**src/rtl/stream_fifo.sv**
```systemverilog
// First-word-fall-through stream FIFO with level, almost-full/empty flags and flush.
// Define STREAM_FIFO_HWM_EN to enable high-water-mark tracking on hwm_o.
module stream_fifo #(
    parameter int WIDTH    = 8,
    parameter int DEPTH    = 16,
    parameter int AF_LEVEL = DEPTH - 2,
    parameter int AE_LEVEL = 2,
    localparam int LW      = $clog2(DEPTH) + 1
) (
    input  logic             clk,
    input  logic             rst,
    input  logic             flush_i,
    input  logic             s_valid_i,
    input  logic [WIDTH-1:0] s_data_i,
    output logic             s_ready_o,
    output logic             m_valid_o,
    output logic [WIDTH-1:0] m_data_o,
    input  logic             m_ready_i,
    output logic [LW-1:0]    level_o,
    output logic             almost_full_o,
    output logic             almost_empty_o,
    output logic [LW-1:0]    hwm_o,
    input  logic             hwm_clr_i
);

    localparam int AW = $clog2(DEPTH);
    localparam logic [LW-1:0] FULL_LVL = LW'(DEPTH);
    localparam logic [LW-1:0] AF_LVL   = LW'(AF_LEVEL);
    localparam logic [LW-1:0] AE_LVL   = LW'(AE_LEVEL);

    logic [WIDTH-1:0] mem_q [DEPTH];
    logic [AW-1:0]    wr_ptr_q, wr_ptr_d;
    logic [AW-1:0]    rd_ptr_q, rd_ptr_d;
    logic [LW-1:0]    level_q, level_d;
    logic             push, pop;

    // Handshake status comes from the level register only, never from the inputs.
    assign s_ready_o      = (level_q != FULL_LVL);
    assign m_valid_o      = (level_q != '0);
    assign almost_full_o  = (level_q >= AF_LVL);
    assign almost_empty_o = (level_q <= AE_LVL);
    assign level_o        = level_q;
    assign m_data_o       = mem_q[rd_ptr_q];

    assign push = s_valid_i && s_ready_o;
    assign pop  = m_valid_o && m_ready_i;

    always_comb begin
        wr_ptr_d = wr_ptr_q;
        rd_ptr_d = rd_ptr_q;
        level_d  = level_q;
        if (flush_i) begin
            wr_ptr_d = '0;
            rd_ptr_d = '0;
            level_d  = '0;
        end else begin
            // Pointers are AW bits wide, so DEPTH-1 -> 0 wraps for free.
            if (push) wr_ptr_d = wr_ptr_q + 1'b1;
            if (pop)  rd_ptr_d = rd_ptr_q + 1'b1;
            case ({push, pop})
                2'b10:   level_d = level_q + 1'b1;
                2'b01:   level_d = level_q - 1'b1;
                default: level_d = level_q;
            endcase
        end
    end

    always_ff @(posedge clk or posedge rst) begin
        if (rst) begin
            wr_ptr_q <= '0;
            rd_ptr_q <= '0;
            level_q  <= '0;
        end else begin
            wr_ptr_q <= wr_ptr_d;
            rd_ptr_q <= rd_ptr_d;
            level_q  <= level_d;
        end
    end

    // Storage is not reset; a flush leaves stale words in place.
    always_ff @(posedge clk) begin
        if (push && !flush_i) mem_q[wr_ptr_q] <= s_data_i;
    end

`ifdef STREAM_FIFO_HWM_EN
    logic [LW-1:0] hwm_q, hwm_d;

    always_comb begin
        hwm_d = hwm_q;
        if (hwm_clr_i || flush_i)  hwm_d = level_d;
        else if (level_d > hwm_q)  hwm_d = level_d;
    end

    always_ff @(posedge clk or posedge rst) begin
        if (rst) hwm_q <= '0;
        else     hwm_q <= hwm_d;
    end

    assign hwm_o = hwm_q;
`else
    logic unused_hwm_clr;
    assign unused_hwm_clr = hwm_clr_i;
    assign hwm_o          = '0;
`endif

endmodule

```
**config.mk**
```make
export PLATFORM = sky130hd
export DESIGN_NAME = stream_fifo
export DESIGN_NICKNAME = d
export VERILOG_FILES = /design/src/rtl/stream_fifo.sv
export SDC_FILE = /design/constraint.sdc
export NUM_CORES = 1
export LEC_CHECK = 0
export CAP_MARGIN = 20
export CORE_UTILIZATION = 59
export CTS_CLUSTER_DIAMETER = 80
export CTS_CLUSTER_SIZE = 40
export DETAILED_ROUTE_END_ITERATION = 10
export PLACE_DENSITY = 0.86
export RECOVER_POWER = 100
export SLEW_MARGIN = 20
export SYNTH_ARGS = -nofsm -noshare
export SYNTH_HDL_FRONTEND = slang
export SYNTH_SLANG_ARGS = --single-unit
```
**constraint.sdc**
```tcl
create_clock -name clk -period 2.9 [get_ports clk]
set_clock_uncertainty 0.2 [all_clocks]
set_input_delay 0.87 -clock clk [delete_from_list [all_inputs] [get_ports clk]]
set_output_delay 0.87 -clock clk [all_outputs]
set_load 0.005 [all_outputs]
```
== Yosys cells after proc, flatten, opt, wreduce, memory -nomap -nowiden ==
Memories as Yosys holds them, arrays and structs flattened.
Index checks and enable logic that the tools add are counted.

* Flip-flop bits (word level): 13
* Bits in latches: 0
* RAM bits: 128
* Bits in read-only memories: 0
* Output and inout port bits: 22
* Memories: 1

{| class="wikitable"
|+ Memory list
! memory !! words !! bits a word !! rd ports !! clocked after memory_dff !! wr ports !! line !! source
|-
| mem_q || 16 || 8 || 1 || 0 || 1 || 31 || <nowiki>logic [WIDTH-1:0] mem_q [DEPTH];</nowiki>
|}

* Add/subtract/negate cells: 4
* $mul: 0
* Div/mod/pow operators: 0
* Order comparisons: 2
* Eq/ne operators: 3
* Shift-type cells: 0
* Muxes and demuxes: 8
* Bitwise operators: 0
* Reductions and logical operators: 8

{| class="wikitable"
|+ Operators with widths
! operator !! count
|-
| 4-bit two-way mux || 4
|-
| 5-bit one-hot mux with 2 select lines || 1
|-
| 4-bit by 1-bit adder with 4-bit output (second input constant) || 2
|-
| 5-bit by 1-bit adder with 5-bit output (second input constant) || 1
|-
| 5-bit by 4-bit >= comparator with 1-bit output (second input constant) || 1
|-
| 5-bit by 2-bit less-or-equal comparator with 1-bit output (second input constant) || 1
|-
| 5-bit two-way mux || 1
|-
| 5-bit != test (second input constant) || 1
|-
| 5-bit nonzero test || 1
|-
| 5-bit by 1-bit subtractor with 5-bit output (second input constant) || 1
|-
| 2-bit nonzero test || 2
|-
| 1-bit logical AND || 3
|-
| 3-bit nonzero test || 1
|-
| 2-bit by 1-bit == test with 1-bit output (second input constant) || 1
|-
| 2-bit == test (second input constant) || 1
|-
| 1-bit two-way mux || 2
|-
| 1-bit zero test || 1
|}

== Longest topological paths before layout ==
Gate-level depths: netlist (run 1).

* Word-level depth: 5
* Gate-level depth with buffers: 9
* Depth with buffers taken out: 8

== Worst setup path after synthesis (run 1) ==
No wires, ideal clock.

* Path type: input to register
* Start point: in m_ready_i
* End point: reg level_q[4], in the netlist level_o[4]
* Library setup time: 136 ps
* Data arrival time: 2487 ps
* Data required time: 2564 ps
* Path slack: 78 ps
* Cell stages on the path: 9
* Buffers on the path: 1
* Cells stage by stage: clkbuf_1 inv_1 a211oi_2 xor2_1 ha_1 a31oi_1 or4_1 o31ai_1 a211oi_1

* Word-level cells in the longest chain between the ends: 4
* Elaborated cells on any way between the ends: 6
* Those cells by class: eq/ne: 2; mux: 2; reduce/logical: 2

{| class="wikitable"
|+ RTL lines
! what !! line !! source
|-
| start, declared || 18 || <nowiki>input logic m_ready_i,</nowiki>
|-
| 1-bit logical AND (*) || 46 || <nowiki>assign pop = m_valid_o && m_ready_i;</nowiki>
|-
| 2-bit by 1-bit == test with 1-bit output / 2-bit == test (equally long branches) || 60 || <nowiki>case ({push, pop})</nowiki>
|-
| 5-bit one-hot mux with 2 select lines || 60 ||
|-
| 5-bit two-way mux || 52 || <nowiki>if (flush_i) begin</nowiki>
|-
| end signal, assigned || 76 || <nowiki>level_q <= level_d;</nowiki>
|-
| end, declared || 34 || <nowiki>logic [LW-1:0] level_q, level_d;</nowiki>
|}

Every way passes the cells marked *; elsewhere a longest branch is shown, timed or not.
A chain may end at the register's enable or synchronous reset.

== Worst setup path in the final report (run 1) ==
* Start point: reg rd_ptr_q[0]
* End point: out m_data_o[5]

* Word-level cells in the longest chain between the ends: 1

{| class="wikitable"
|+ RTL lines
! what !! line !! source
|-
| start, declared || 33 || <nowiki>logic [AW-1:0] rd_ptr_q, rd_ptr_d;</nowiki>
|-
| start signal, assigned || 75 || <nowiki>rd_ptr_q <= rd_ptr_d;</nowiki>
|-
| memory 16 x 8 bit || -- ||
|-
| end, declared || 17 || <nowiki>output logic [WIDTH-1:0] m_data_o,</nowiki>
|}

Every way passes these cells.

==> metrics.txt, run 1 <==
status=finished, violations left; violations in the final reports=negative setup slack; PD cells=905 nW/um^2; largest net degree at the start of global routing=21; number of synthesized register bits=141; total inserted antenna cells=0; Layout area overhead=26.5%; Worst Hold Launch=wr_ptr_q[1]; Tmin final=3.50 ns; Congestion Overflow GR=0; CTS Hold Bufs=0; CP Capture Type=output port; CTS tree=yes; most common cell in the netlist=edfxtp_1; synth cell count leaders=edfxtp_1, mux4_2, nor2_1; syn avg cell area=18.9 um^2; RSZ-0062 raised after global routing=true; Worst R2R Start=level_o[2]; drt pass-1 iters=8; dominant cells by area after synthesis=edfxtp_1, mux4_2, dfrtp_1; initial antenna violation count=0; vias in the first global route=3620; core area=9730 um^2; Tot Pwr=6.75 mW; CTS H-tree depth=4; Netlist cell types=43; largest area contributor in the netlist=edfxtp_1; Setup Viol. Count Final=59; Main synth FF type=edfxtp_1; post-placement setup slack=-0.347 ns; peak supply drop=0.833 mV; die span in x=102 um; DIE AREA=10400 um^2; clock buffer count from CTS=17; Via density=6.54; Critical Path Slowest Stage Cell=mux4_2; starting density of the core=60.6%; max_cap viols=0; fin area=7460 um^2; CP max stage delay=0.54 ns; sequential-to-total area share from yosys stat=70.7%; Async SR Flop Fraction=9.22%; setup ws final=-0.604 ns; Final Wtd Congestion=0.834; worst path required time=1.83 ns; detailed placement HPWL=7920 um; Synth Instances=313; FMAX=0.285 GHz; # clock sinks=141; Residual DRC=0; synth warn=0; Least-Margin Pin Slew=0.717 ns; Worst EP arrival=2.43 ns; setup_tns=-6.22 ns; share of layout cells above drive strength 1=36.1%; die height=102 um; CP bufs+invs=3; Critical Path Start=rd_ptr_q[0]; Synth top area share=65.1%; fin. max-slew vios=0; Leakage=2.63 nW; total number of vias=3662; EDFF count, synth=128; wire per inst=27.1 um; Longest Clk Path Bufs=2; Critical Path, Cell by Cell=buf_6 -> buf_12 -> mux4_2 -> mux4_2 -> buf_6; Startpoint Class=flip-flop; clk slew on worst S/H paths=0.06 ns; antenna viol nets, final=0; CP delay by family, top=multiplexers; gr usage total=30.3%; first-pass GRT wire length=21100 um; Cell Area, Synth=5900 um^2; placed cell area=6670 um^2; final worst-path cycle share=121%; clk_lat worst skew=0.52 ns; num rows=36; crit path kind=reg -> out; Layout Nets=435; final core utilization=76.7%; slew margin rel.=50.9%; Hold Vio Cnt, Final=0; Hold Crit Class=reg -> reg; IO Count=36; total wire length=15200 um; crit path max fanout=4; IO Port Bufs=29; drt first-iter violations=467; clk root buf=clkbuf_8
[metal layers]
metal | part of all wire, % | vias to the layer above | track usage, %
li1 | - | 1449 | -
met1 | 34 | 1799 | 37.1
met2 | 50 | 327 | 48.9
met3 | 10 | 87 | 7.80
met4 | 6.1 | 0 | 18.6
met5 | 0 | - | 0
[sequential cells by signal, summed over array words and instances (netlist names)]
signal    flops
mem_q       128
wr_ptr_q      4
level_o       5
rd_ptr_q      4
[repair_timing]
item | in CTS | in global routing
resized for setup | 48 | 17
pin swaps | 2 | 5
setup endpoints to repair | 12 | 12
setup buffers | 17 | 9
cloned | 2 | 0
[report_power, final]
part	switching (mW)	internal, mW
logic	0.968	1.14
clock network	0.860	1.40
registers	0.0841	2.29
total	1.91	4.84
[kinds of logic after synthesis]
kind of cell	Yosys count	synth area share [%]
other	1	0.0636
AO/OA/AOI/OAI	25	3.39
multiplexers	45	16.3
adder cells (fa/ha/maj)	7	1.48
flip-flops	141	70.7
buffers and inverters	30	2.63
AND/OR/NAND/NOR	57	4.45
XOR/XNOR	7	1.04
[area by class of cell]
| cell class | count | area, um^2 |
|---|---|---|
| Clock buffer | 19 | 422 |
| Clock inverter | 13 | 188 |
| Fill cell | 511 | 2270 |
| Inverter | 8 | 33.8 |
| Multi-Input combinational cell | 146 | 1580 |
| Sequential cell | 141 | 4170 |
| Tap cell | 133 | 166 |
| Timing Repair Buffer | 100 | 903 |
[per-stage QoR]
stage,hold slack [ns],instances
6_report,0.441,560
5_1_grt,0.467,560
4_1_cts,0.434,554
3_5_place_dp,0.415,503
3_3_place_gp,0.384,503
2_1_floorplan,0.359,317
[layout by cell type (no fill, tap or decap), types with 3 or more instances in the layout]
cell / instances
nand2_1: 12
edfxtp_1: 128
nor2_1: 30
xnor2_1: 3
o21ai_0: 3
nor2b_1: 3
xor2_1: 4
clkdlybuf4s50_1: 6
mux2i_1: 3
nand3_1: 4
clkbuf_1: 7
bufinv_16: 4
a21oi_1: 4
inv_6: 3
clkbuf_4: 4
ha_1: 6
buf_2: 6
dlygate4sd3_1: 11
buf_12: 6
buf_4: 41
clkinvlp_4: 3
dfrtp_1: 11
buf_6: 11
clkbuf_2: 5
conb_1: 5
clkbuf_16: 16
inv_1: 7
mux4_2: 40
[path summary, 6_finish.rpt]
kind	endpoint	slack, ns	cells after the start
min in group asynchronous	rd_ptr_q[2]	0.63	2
max reg2reg	level_o[4]	-0.07	10
max in group asynchronous	level_o[3]	1.50	2
min	wr_ptr_q[1]	0.44	2
min reg2reg	wr_ptr_q[1]	0.44	2
max	m_data_o[5]	-0.60	5
[worst reg2reg max path, stage by stage, from the launching register on]
cell	delay (ns)
dfrtp_1	0.47
nor4_1	0.37
buf_4	0.21
buf_4	0.13
a211oi_2	0.10
buf_4	0.15
ha_1	0.32
a31oi_1	0.14
o21ai_0	0.46
a21oi_1	0.15
a211oi_2	0.19
No activity file was read; power rests on OpenSTA's default activity.
==> run 2: changes to the inputs <==
Settings changed: CORE_UTILIZATION 59 to 60, CTS_BUF_LIST set to sky130_fd_sc_hd__clkbuf_4 sky130_fd_sc_hd__clkbuf_8, PLACE_DENSITY 0.86 to 0.87.
==> metrics.txt, run 2 (same netlist as run 1, synthesis figures left out) <==
slew margin rel.=57.8% (+6.8 points); drt first-iter violations=263 (-44%); IO Count=36 (unchanged); Via density=6.18 (-5.5%); placed cell area=6650 um^2 (-0.30%); final core utilization=75.9% (-0.85 points); PD cells=815 nW/um^2 (-9.9%); Tmin final=3.36 ns (-0.148 ns); post-route insts no fill=544 (-2.9%); detailed placement HPWL=8070 um (+1.9%); Least-Margin Pin Slew=0.632 ns (-0.0859 ns); largest net degree at the start of global routing=21 (unchanged); die height=101 um (-0.82%); clk_lat worst skew=0.44 ns (-0.08 ns); CTS tree=yes; CP Capture Type=output port; clock buffer count from CTS=17 (unchanged); DP Cell Count=502 (-0.20%); first-pass GRT wire length=19600 um (-7.5%); fin. max-slew vios=0 (unchanged); most common cell after layout, fill and taps aside=edfxtp_1; total number of vias=3363 (-8.2%); RSZ-0062 raised after global routing=true; Psw=1.66 mW (-13%); Startpoint Class=flip-flop; num rows=35 (-2.8%); fin area=7110 um^2 (-4.7%); clk root buf=clkbuf_8; drt pass-1 iters=5 (-3); Setup Viol. Count Final=102 (+73%); Pint=4.14 mW (-14%); combinational power share=30.7% (-0.6 points); max_cap viols=0 (unchanged); vias in the first global route=3456 (-4.5%); crit path kind=reg -> out; Leakage=2.46 nW (-6.5%); largest reg by FF count=mem_q; Largest register FFs=128 (unchanged); Layout area overhead=20.5%; Longest Clk Path Bufs=2 (unchanged); setup ws final=-0.456 ns (+0.148 ns); CTS H-tree depth=4 (unchanged); status=finished, violations left; starting density of the core=63.0% (+2.3 points); final worst-path cycle share=116% (-5.1 points); IO Port Bufs=29 (unchanged); Congestion Overflow GR=0 (unchanged); Critical Path, Cell by Cell=buf_12 -> buf_12 -> mux4_2 -> mux4_2 -> buf_2; crit path max fanout=8 (+4); total inserted antenna cells=0 (unchanged); violations in the final reports=negative setup slack; FMAX=0.298 GHz (+4.4%); die span in x=101 um (-0.82%); wire per inst=23.8 um (-12%); setup_tns=-11.23 ns (-5.01 ns); sequential power share=40.8% (+5.6 points); Tot Pwr=5.80 mW (-14%); initial antenna violation count=0 (unchanged); Layout Nets=423 (-2.8%); core area=9370 um^2 (-3.7%); Hold Vio Cnt, Final=0 (unchanged); total wire length=13000 um (-14%); share of layout cells above drive strength 1=33.3% (-2.8 points); Hold Crit Class=reg -> reg; gr usage total=27.7% (-2.6 points); Critical Path Slowest Stage Cell=mux4_2; CP max stage delay=0.55 ns (about the same); worst path required time=1.83 ns (about the same); Worst EP arrival=2.29 ns (-0.14 ns); peak supply drop=0.403 mV (-52%); antenna viol nets, final=0 (unchanged); Clock power frac=28.4% (-5.1 points); CTS Hold Bufs=0 (unchanged); DIE AREA=10200 um^2 (-1.6%); Residual DRC=0 (unchanged); Sw Ratio=28.6% (+0.26 points); commonest cells after routing, fill and taps aside=edfxtp_1, mux4_2, buf_4; # clock sinks=141 (unchanged); clk slew on worst S/H paths=0.08 ns (+0.02 ns); Final Wtd Congestion=0.849 (+1.8%)
==> run 2: cell count changes in the layout (fill, tap and decap cells not counted), sizes merged <==
cell           previous run  this run
clkbuf                   33        28
inv                      10        13
bufinv                    4         3
dlymetal6s2s              2         0
clkdlybuf4s50             6         8
buf                      66        56
dlygate4sd3              11        12
clkinvlp                  3         1
clkinv                    4         6
clkdlybuf4s15             1         0
dlygate4sd2               0         1
==> run 2: worst max-delay path: cells and delay by family, from the launching register on <==
family	cells	cell delay [ns]
flip-flops	1	0.40
buffers and inverters	3	0.41
multiplexers	2	1.04
==> run 2: power by group through the flow <==
| stage | Combinational [mW] | Clock [mW] | Sequential (mW) |
|---|---|---|---|
| floorplan | 1.03 | 0 | 2.39 |
| global placement | 1.57 | 0 | 2.42 |
| detailed placement | 1.62 | 0 | 2.42 |
| CTS | 1.85 | 1.65 | 2.38 |
| global route | 1.91 | 1.73 | 2.38 |
| finish | 1.78 | 1.65 | 2.37 |
==> run 2: final timing paths <==
kind	startpoint	endpoint	slack, ns	depth (start not counted)
hold / removal	wr_ptr_q[1]	wr_ptr_q[1]	0.45	2
max in group asynchronous	rst	level_o[3]	1.39	2
hold reg to reg	wr_ptr_q[1]	wr_ptr_q[1]	0.45	2
setup reg to reg	level_o[0]	level_o[4]	0.12	8
min in group asynchronous	rst	rd_ptr_q[2]	0.72	2
setup / recovery	rd_ptr_q[0]	m_data_o[3]	-0.46	5
==> run 2: per-stage QoR <==
step | worst slack, ns | hold WS, ns
2_1_floorplan | 0.0778 | 0.359
6_report | -0.456 | 0.447
3_3_place_gp | -0.270 | 0.393
3_5_place_dp | -0.371 | 0.421
4_1_cts | -0.489 | 0.446
5_1_grt | -0.504 | 0.477
==> run 2: what timing repair did <==
action / in CTS / in global routing
setup buffers: 6 / 4
endpoints found under the setup margin: 11 / 11
cloned: 3 / 0
pin swaps: 1 / 1
gates resized for setup: 41 / 3
==> run 2: layout make-up <==
class                   instances  area [um^2]
flip-flops and latches        141         4170
fillers                       519         2260
multi-input cells             146         1580
repair buffers                 88          752
clock buffers                  17          234
clock inverters                15          184
well taps                     129          161
inverters                       8         30.0
==> run 2: layer usage <==
layer | global-route usage, % | vias to the layer above | routed length (um)
met5 | 0 | - | 0
met4 | 13.9 | 0 | 425
met3 | 5.45 | 36 | 961
met2 | 47.8 | 193 | 6830
met1 | 33.8 | 1714 | 4750
li1 | - | 1420 | -
==> run 3: changes to the inputs <==
Settings changed: CAP_MARGIN 20 to not set, MAX_ROUTING_LAYER set to met4.
==> metrics.txt, run 3 (same netlist as run 1, synthesis figures left out) <==
Crit. path cell count=5 (unchanged); PD cells=816 nW/um^2 (about the same); IO Count=36 (unchanged); worst path required time=1.83 ns (about the same); num rows=35 (unchanged); Critical Path, Cell by Cell=buf_12 -> buf_12 -> mux4_2 -> mux4_2 -> buf_2; die height=101 um (unchanged); clk root buf=clkbuf_8; Startpoint Class=flip-flop; drt first-iter violations=283 (+7.6%); slew margin rel.=57.0% (-0.79 points); core area=9370 um^2 (unchanged); total wire length=13000 um (+0.19%); status=finished, violations left; violations in the final reports=negative setup slack; # clock sinks=141 (unchanged); Critical Path Start=rd_ptr_q[0]; starting density of the core=63.0% (unchanged); first-pass GRT wire length=19600 um (about the same); Multi-input gate area=1580 um^2 (unchanged); CP delay by family, top=multiplexers; CP bufs+invs=3 (unchanged); reg2reg end=level_o[4]; total number of vias=3382 (+0.56%); Layout area overhead=20.7%; Tmin final=3.35 ns (-0.0107 ns); Worst Reg-to-Reg Cells=9 (+1); Layout Nets=424 (+0.24%); Hold Crit Class=reg -> reg; FF/Latch Area=4170 um^2 (unchanged); clk slew on worst S/H paths=0.08 ns (about the same); CP Capture Type=output port; die span in x=101 um (unchanged); clock buffer count from CTS=17 (unchanged); Congestion Overflow GR=0 (unchanged); largest net degree at the start of global routing=21 (unchanged); Via density=6.21 (+0.38%); drt pass-1 iters=5 (unchanged); final worst-path cycle share=115% (-0.37 points); fin. max-slew vios=0 (unchanged); share of layout cells above drive strength 1=33.4% (+0.16 points); Filler cells=517 (-0.39%); Tot Pwr=5.81 mW (+0.22%); CTS H-tree depth=4 (unchanged); peak supply drop=0.401 mV (-0.49%); Longest Clk Path Bufs=2 (unchanged); IO Port Bufs=29 (unchanged); Setup Viol. Count Final=77 (-25%); Hold Vio Cnt, Final=0 (unchanged); vias in the first global route=3453 (-0.087%); most common cell after layout, fill and taps aside=edfxtp_1; Clock power frac=28.5% (about the same); commonest cells after routing, fill and taps aside=edfxtp_1, mux4_2, buf_4; initial antenna violation count=0 (unchanged); sequential power share=40.7% (about the same); Residual DRC=0 (unchanged); crit path kind=reg -> out; Psw=1.66 mW (+0.41%); max_cap viols=0 (unchanged); Critical Path Slowest Stage Cell=mux4_2; gr usage total=28.7% (+0.97 points); DIE AREA=10200 um^2 (unchanged); FMAX=0.299 GHz (+0.32%); combinational power share=30.7% (about the same); crit path max fanout=8 (unchanged); Leakage=2.47 nW (+0.28%); largest reg by FF count=mem_q; Sw Ratio=28.6% (+0.053 points); Worst R2R Start=level_o[4]; Setup crit end=m_data_o[3]; detailed placement HPWL=8070 um (unchanged); total inserted antenna cells=0 (unchanged); Largest register FFs=128 (unchanged); post-placement setup slack=-0.371 ns (unchanged); Worst EP arrival=2.28 ns (about the same); Pint=4.15 mW (+0.15%); Least-Margin Pin Slew=0.643 ns (+0.0118 ns); CP max stage delay=0.54 ns (about the same); clk_lat worst skew=0.44 ns (about the same); Reg2Reg Setup Slack=0.15 ns (+0.03 ns); RSZ-0062 raised after global routing=true; setup ws final=-0.445 ns (+0.0107 ns); antenna viol nets, final=0 (unchanged); CTS tree=yes; wire per inst=23.8 um (about the same); Final Wtd Congestion=0.862 (+1.6%); Hold Path Stages=2 (unchanged)
## run 3: cell type report
type,count,share of cell area [%]
flip-flops and latches,141,58.6
multi-input cells,146,22.1
repair buffers,89,10.7
clock buffers,17,3.29
clock inverters,15,2.58
well taps,129,2.27
inverters,8,0.422
## run 3: worst min-delay path, cell delays in order, from the launching register on
cell and delay (ns):
dfrtp_1 0.43, xnor2_1 0.15, nor2_1 0.04
## run 3: through the flow
stage / cells / cell area (um^2) / TNS, ns / utilization (%) / hold slack, ns
final: 545 / 7120 / -7.44 / 76.0 / 0.445
after global routing: 545 / 7120 / -18.68 / 76.0 / 0.497
after CTS: 543 / 7190 / -3.61 / 76.8 / 0.446
after detailed placement: 502 / 6650 / -2.73 / 70.9 / 0.421
after global placement: 502 / 6650 / -2.46 / 70.9 / 0.393
after floorplan: 317 / 5920 / 0 / - / 0.359
## run 3: how the worst min path moves through the flow
stage	start	to	slack [ns]
after CTS	wr_ptr_q[0]	wr_ptr_q[0]	0.45
after detailed placement	wr_ptr_q[0]	wr_ptr_q[0]	0.42
after floorplan	wr_ptr_q[1]	wr_ptr_q[1]	0.36
final	wr_ptr_q[0]	wr_ptr_q[0]	0.45
after global routing	wr_ptr_q[2]	wr_ptr_q[2]	0.50
after global placement	wr_ptr_q[1]	wr_ptr_q[1]	0.39
## run 3: metal layers
| metal | GRT usage, % | vias up | share of wire, % |
|---|---|---|---|
| met5 | - | - | 0 |
| met4 | 13.8 | 0 | 2.9 |
| met3 | 5.31 | 25 | 6.2 |
| met2 | 47.7 | 170 | 53 |
| met1 | 34.2 | 1764 | 38 |
| li1 | - | 1423 | - |
## run 3: power groups by stage
stage / sequential, mW / combinational, mW / clock, mW
after floorplan: 2.39 / 1.03 / 0
after global placement: 2.42 / 1.57 / 0
after detailed placement: 2.42 / 1.62 / 0
after CTS: 2.38 / 1.85 / 1.65
after global routing: 2.37 / 1.91 / 1.74
final: 2.37 / 1.78 / 1.66
## run 3: timing repair
action	4_1_cts	5_1_grt
setup endpoints to repair	11	11
pin swaps	1	1
resized for setup	41	3
buffers inserted	6	5
hold buffers	0	0
gates cloned	3	0
